**config.mk**
```make
export PLATFORM = sky130hd
export DESIGN_NAME = dca_matrix_load_multibank
export DESIGN_NICKNAME = d
export VERILOG_FILES = /design/src/rtl/dca_matrix_load_multibank.sv
export SDC_FILE = /design/constraint.sdc
export NUM_CORES = 2
export LEC_CHECK = 0
export BUFFER_PORTS_ARGS = -buffer_cell sky130_fd_sc_hd__buf_2
export CAP_MARGIN = 20
export CORE_AREA = 2 2 456 458
export CTS_CLUSTER_SIZE = 12
export DETAILED_ROUTE_END_ITERATION = 10
export DIE_AREA = 0 0 458 460
export GPL_TIMING_DRIVEN = 0
export PLACE_DENSITY_LB_ADDON = 0.12
export SYNTH_ARGS = -nofsm -noshare
export SYNTH_HDL_FRONTEND = slang
export SYNTH_SLANG_ARGS = --single-unit
```
**constraint.sdc**
```tcl
create_clock -name clk -period 2.65 [get_ports clk]
set_input_delay 0.53 -clock clk [delete_from_list [all_inputs] [get_ports clk]]
set_output_delay 0.53 -clock clk [all_outputs]
set_load 0.05 [all_outputs]
```
**src/rtl/dca_matrix_load_multibank.sv**
```systemverilog
// dca_matrix_load_multibank
//
// Assembles tensor rows from the LSU load stream into NUM_BANK full-matrix
// banks. It presents the oldest complete matrix to the compute controller, so
// loading one bank overlaps with computing on another.
//
// Optional feature: define DCA_LOAD_ROWCHECK_EN to honour wlast. An early wlast
// pads the remaining rows with RESET_VALUE. A missing wlast on the final row is
// also flagged. Both cases set the sticky row_error. With the macro undefined,
// wlast is ignored and row_error is tied low.
//
// Ports:
//   clk, rstnn                clock, asynchronous active-low reset
//   clear                     synchronous flush of bank states and pointers
//   enable                    global enable; when low, all state is held
//   busy                      any bank FULL, or a partial fill is in progress
//   load_tensor_row_w*        row write stream (valid/ready/last/data)
//   loadreg_rready            head bank holds a complete matrix
//   loadreg_rrequest          release the head bank
//   loadreg_rdata/rbank       head bank contents and index, taken from registers
//   num_full                  number of FULL banks
//   row_error                 sticky row-count mismatch
module dca_matrix_load_multibank #(
  parameter int unsigned MATRIX_SIZE      = 8,
  parameter int unsigned BW_TENSOR_SCALAR = 16,
  parameter int unsigned NUM_BANK         = 2,
  parameter int unsigned RESET_VALUE      = 0,
  localparam int unsigned BW_ROW    = MATRIX_SIZE * BW_TENSOR_SCALAR,
  localparam int unsigned BW_MATRIX = MATRIX_SIZE * BW_ROW,
  localparam int unsigned BW_BANK   = $clog2(NUM_BANK),
  localparam int unsigned BW_NUM    = $clog2(NUM_BANK + 1)
) (
  input  logic                 clk,
  input  logic                 rstnn,
  input  logic                 clear,
  input  logic                 enable,
  output logic                 busy,
  output logic                 load_tensor_row_wready,
  input  logic                 load_tensor_row_wvalid,
  input  logic                 load_tensor_row_wlast,
  input  logic [BW_ROW-1:0]    load_tensor_row_wdata,
  output logic                 loadreg_rready,
  input  logic                 loadreg_rrequest,
  output logic [BW_MATRIX-1:0] loadreg_rdata,
  output logic [BW_BANK-1:0]   loadreg_rbank,
  output logic [BW_NUM-1:0]    num_full,
  output logic                 row_error
);

  localparam int unsigned BW_WROW = (MATRIX_SIZE > 1) ? $clog2(MATRIX_SIZE) : 1;

  localparam logic [BW_TENSOR_SCALAR-1:0] ElemReset = BW_TENSOR_SCALAR'(RESET_VALUE);
  localparam logic [BW_ROW-1:0]           RowReset  = {MATRIX_SIZE{ElemReset}};
  localparam logic [BW_WROW-1:0]          LastRow   = BW_WROW'(MATRIX_SIZE - 1);

  // Bank storage and per-bank FULL flags.
  logic [BW_ROW-1:0]   bank_data_q [NUM_BANK][MATRIX_SIZE];
  logic [NUM_BANK-1:0] bank_full_q, bank_full_d;

  logic [BW_BANK-1:0] wbank_q, wbank_d;
  logic [BW_BANK-1:0] rbank_q, rbank_d;
  logic [BW_WROW-1:0] wrow_q, wrow_d;
  logic [BW_NUM-1:0]  num_full_q, num_full_d;
  logic               row_error_q, row_error_d;

  logic row_accept;
  logic last_row;
  logic fill_done;
  logic row_err_set;
  logic pad_rows;
  logic release_head;

  assign load_tensor_row_wready = enable & ~bank_full_q[wbank_q];
  assign row_accept             = load_tensor_row_wvalid & load_tensor_row_wready;
  assign last_row               = (wrow_q == LastRow);

  assign loadreg_rready = bank_full_q[rbank_q];
  assign release_head   = loadreg_rrequest & loadreg_rready & enable;

`ifdef DCA_LOAD_ROWCHECK_EN
  // An early wlast closes the bank. A final row without wlast still closes it.
  // Either mismatch is flagged.
  assign fill_done   = row_accept & (last_row | load_tensor_row_wlast);
  assign row_err_set = row_accept & (load_tensor_row_wlast ^ last_row);
  assign pad_rows    = row_accept & load_tensor_row_wlast & ~last_row;
`else
  logic unused_wlast;
  assign unused_wlast = load_tensor_row_wlast;
  assign fill_done    = row_accept & last_row;
  assign row_err_set  = 1'b0;
  assign pad_rows     = 1'b0;
`endif

  // Next-state for bank flags, pointers and counters. clear overrides everything.
  always_comb begin
    bank_full_d = bank_full_q;
    wbank_d     = wbank_q;
    rbank_d     = rbank_q;
    wrow_d      = wrow_q;
    num_full_d  = num_full_q;
    row_error_d = row_error_q;

    if (clear) begin
      bank_full_d = '0;
      wbank_d     = '0;
      rbank_d     = '0;
      wrow_d      = '0;
      num_full_d  = '0;
      row_error_d = 1'b0;
    end else begin
      if (row_accept) begin
        if (fill_done) begin
          bank_full_d[wbank_q] = 1'b1;
          wbank_d              = wbank_q + BW_BANK'(1);
          wrow_d               = '0;
        end else begin
          wrow_d = wrow_q + BW_WROW'(1);
        end
        if (row_err_set) begin
          row_error_d = 1'b1;
        end
      end
      // A fill can only target an EMPTY bank, and a release can only target a
      // FULL bank. The two updates therefore never touch the same flag.
      if (release_head) begin
        bank_full_d[rbank_q] = 1'b0;
        rbank_d              = rbank_q + BW_BANK'(1);
      end
      case ({fill_done, release_head})
        2'b10:   num_full_d = num_full_q + BW_NUM'(1);
        2'b01:   num_full_d = num_full_q - BW_NUM'(1);
        default: num_full_d = num_full_q;
      endcase
    end
  end

  always_ff @(posedge clk or negedge rstnn) begin
    if (!rstnn) begin
      bank_full_q <= '0;
      wbank_q     <= '0;
      rbank_q     <= '0;
      wrow_q      <= '0;
      num_full_q  <= '0;
      row_error_q <= 1'b0;
    end else begin
      bank_full_q <= bank_full_d;
      wbank_q     <= wbank_d;
      rbank_q     <= rbank_d;
      wrow_q      <= wrow_d;
      num_full_q  <= num_full_d;
      row_error_q <= row_error_d;
    end
  end

  // Bank data is only initialised by reset. clear leaves the contents intact.
  always_ff @(posedge clk or negedge rstnn) begin
    if (!rstnn) begin
      for (int b = 0; b < int'(NUM_BANK); b++) begin
        for (int r = 0; r < int'(MATRIX_SIZE); r++) begin
          bank_data_q[b][r] <= RowReset;
        end
      end
    end else if (row_accept && !clear) begin
      bank_data_q[wbank_q][wrow_q] <= load_tensor_row_wdata;
      if (pad_rows) begin
        for (int r = 0; r < int'(MATRIX_SIZE); r++) begin
          if (r > int'(wrow_q)) begin
            bank_data_q[wbank_q][r] <= RowReset;
          end
        end
      end
    end
  end

  always_comb begin
    loadreg_rdata = '0;
    for (int r = 0; r < int'(MATRIX_SIZE); r++) begin
      loadreg_rdata[r*BW_ROW +: BW_ROW] = bank_data_q[rbank_q][r];
    end
  end

  assign loadreg_rbank = rbank_q;
  assign num_full      = num_full_q;
  assign row_error     = row_error_q;
  assign busy          = (num_full_q != '0) | (wrow_q != '0);

endmodule
```
==> results.cfg <==
[sta]
setup_viol = 1437
slew_viol_final = 0
hold_violations = 138
fin_ws_ns = -0.6580
hold_ws_ns = -0.3648
worst_pin_slew_ns = 1.117
min_period_over_period_pct = 124.8
fmax_mhz = 302.3
skew_ns = 0.07203
rsz0062_at_grt = true
period_minus_slack_ns = 3.308
maxSlewHeadroom_pct = 25.54

[routing]
vias = 54471
firstDrtPassIters = 5
drtIter0Drc = 2873
antenna_left = 0
drc = 0
routed_via_density = 5.372
wl_per_cell_um = 30.21
drt_wl_total_um = 306300

[synth]
synth_cells = 5674
yosysWarningCount = 0
syn_area_mm2 = 0.08896
synth_ff_type = dfrtp_1
synth_top_area_share_pct = 57.86
synth-edff-count = 0
synthesis.nets = 5812
synth_seq_cells = 2057
yosys.area.top_type = dfrtp_1
synth-async-reset-ratio_pct = 100.0
synthTopCellsByArea = dfrtp_1 58%, mux2_2 39%, clkbuf_1 0.99%
avgSynthCellArea_um2 = 15.68
ys_types = 35
synth_seq_area_share_pct = 57.86

[floorplanning]
rows = 167
core_area_mm2 = 0.2060
start_util_pct = 43.18
dieArea_mm2 = 0.2107
ios = 1166
die_w_um = 458
die_h_um = 460

[job]
maxCapViolations = 0

[placement]
port_buffers = 1163
post-dp-hpwl_um = 224500
dp_cells = 9572
gp_congestion = 0.8493

[cells_and_area]
layout.nets = 7377
area.growth.synth_to_final_pct = 23.99
multi_input_area_mm2 = 0.03521
fillerInstances = 17087
finalNonFillerCells = 10140
drive_gt1_share_pct = 67.02
regArea_mm2 = 0.05148

[status]
status = complete, but fails checks
violations = hold timing, setup timing

[clocking]
cts_buffer_depth = 3
cts_buffers = 221
cts_sinks = 2057
cts_max_level = 4
ctsRootBufferMaster = clkbuf_16
clk_pin_slew_worst_paths_ns = 0.06
cts_tree = built
clkLatencyLatePin_ns = 0.91
hold_buffers = 120

[power]
power_density_mw_per_mm2 = 694.3
p_total_w = 0.07658
irDropWorstVdd_uv = 678.5
leakage_nw = 57.77

[global_routing]
antenna_found_initial = 32
grt_pass1_vias = 56944
grt_pass1_wl_um = 429900
grtUsageTotal_pct = 28.48
grt_max_degree = 161
grt.overflow.total = 0

[critical_path]
cpMaxStageDelayCell = mux2_2
crit_arrival_ns = 2.78
path_class = flop to primary output
required_ns = 2.12
crit_family = buffers and inverters
path_cells = buf_12, clkbuf_8, clkbuf_4, mux2_2, buf_2
path_buf_inv = 4
end_kind = primary output
timing.critical_path.slowest_cell_delay_ns = 0.45
critPathLaunchType = flop
cp_max_fo = 10

[worst_hold_path]
hold_path_class = primary input to asynchronous set/reset pin
[layout by cell type (no fill, tap or decap), drive strengths merged, types with 2 or more instances in the layout]
cell type	count
nor4	2
ha	3
or3	3
dlygate4sd3	120
clkinv	33
o21ai	3
nand3	5
a21oi	5
buf	1481
mux2i	3
inv	10
dfrtp	2057
nor2	9
diode	23
clkbuf	559
nand2	15
nor3	5
bufinv	10
mux2	3074
[metrics by stage]
stage               setup TNS, ns  setup slack, ns  hold slack, ns  area (um2)  util (%)
floorplan                       0         0.002133          0.2344       88960         -
global placement                -           -44.62          0.4708       98160     47.65
detailed placement       -1394.69           -1.418          0.4801       98920     48.02
CTS                       -718.06          -0.7858         -0.3539      109000     52.88
global route              -730.10          -0.7197         -0.2936      110300     53.52
finish                    -541.61          -0.6580         -0.3648      110300     53.54
[layer usage]
layer	up-vias	track usage (%)	routed length [um]
li1	23461	-	-
met1	29110	35.41	123100
met2	1450	46.22	145000
met3	434	8.324	23330
met4	16	12.20	14800
met5	-	0	99
[where the power goes]
group          switching (W)  total, W  internal, W
Combinational        0.00827    0.0119      0.00359
Sequential          0.000576    0.0333       0.0327
Clock                 0.0132    0.0315       0.0182
[layout make-up]
| type | count | area share [%] |
|---|---|---|
| Timing Repair Buffer | 1342 | 8.367 |
| Tap cell | 2704 | 3.067 |
| Antenna cell | 23 | 0.05218 |
| Buffer | 471 | 3.171 |
| Clock inverter | 50 | 0.6920 |
| Sequential cell | 2057 | 46.67 |
| Inverter | 4 | 0.01361 |
| Multi-Input combinational cell | 3142 | 31.92 |
| Clock buffer | 347 | 6.052 |
[synth_stat cells, drive strengths merged (2+ instances only)]
cell type	instances
nor2	9
nor4	2
o21ai	3
mux2i	3
buf	236
or3	3
nand3	5
ha	3
nand2	15
nor3	5
a21oi	5
mux2	3074
inv	4
clkbuf	235
dfrtp	2057
[sequential cells by signal, summed over array words and instances, names as in the netlist]
name	cells
loadreg_rbank	1
wrow_q	3
bank_data_q	2048
num_full	2
wbank_q	1
bank_full_q	2
[final timing paths]
path | from | endpoint | slack [ns] | cells past startpoint
worst min-delay path | rstnn | bank_data_q[203]$_DFFE_PN0P_ | -0.36 | 1
worst max-delay path | loadreg_rbank$_DFFE_PN0P_ | loadreg_rdata[992] | -0.66 | 5
max in group asynchronous | rstnn | bank_data_q[1183]$_DFFE_PN0P_ | 0.22 | 5
min in group clk | load_tensor_row_wdata[2] | bank_data_q[514]$_DFFE_PN0P_ | 0.07 | 2
worst max register to register | wrow_q[2]$_DFFE_PN0P_ | bank_data_q[1094]$_DFFE_PN0P_ | -0.31 | 6
worst min register to register | bank_data_q[1639]$_DFFE_PN0P_ | bank_data_q[1639]$_DFFE_PN0P_ | 0.49 | 1
[cells by family (layout without fill, tap and decap cells)]
group | count (synthesis) | after routing | share of synthesized area, %
simple gates | 49 | 49 | 0.2912
buf+inv | 475 | 2214 | 2.774
compound gates | 12 | 12 | 0.08017
other cells | 1 | 24 | 0.004215
mux | 3077 | 3077 | 38.95
fa+ha+maj | 3 | 3 | 0.04220
flops | 2057 | 2057 | 57.86
[what timing repair did]
action                                  in CTS  in global routing
gates cloned                                 2                  9
endpoints found under the setup margin    1492               1941
buffers inserted                             7                 10
pin swaps                                    0                  0
hold endpoints to repair                   826                138
resized for setup                          408                367
(Power assumes the default switching activity.)
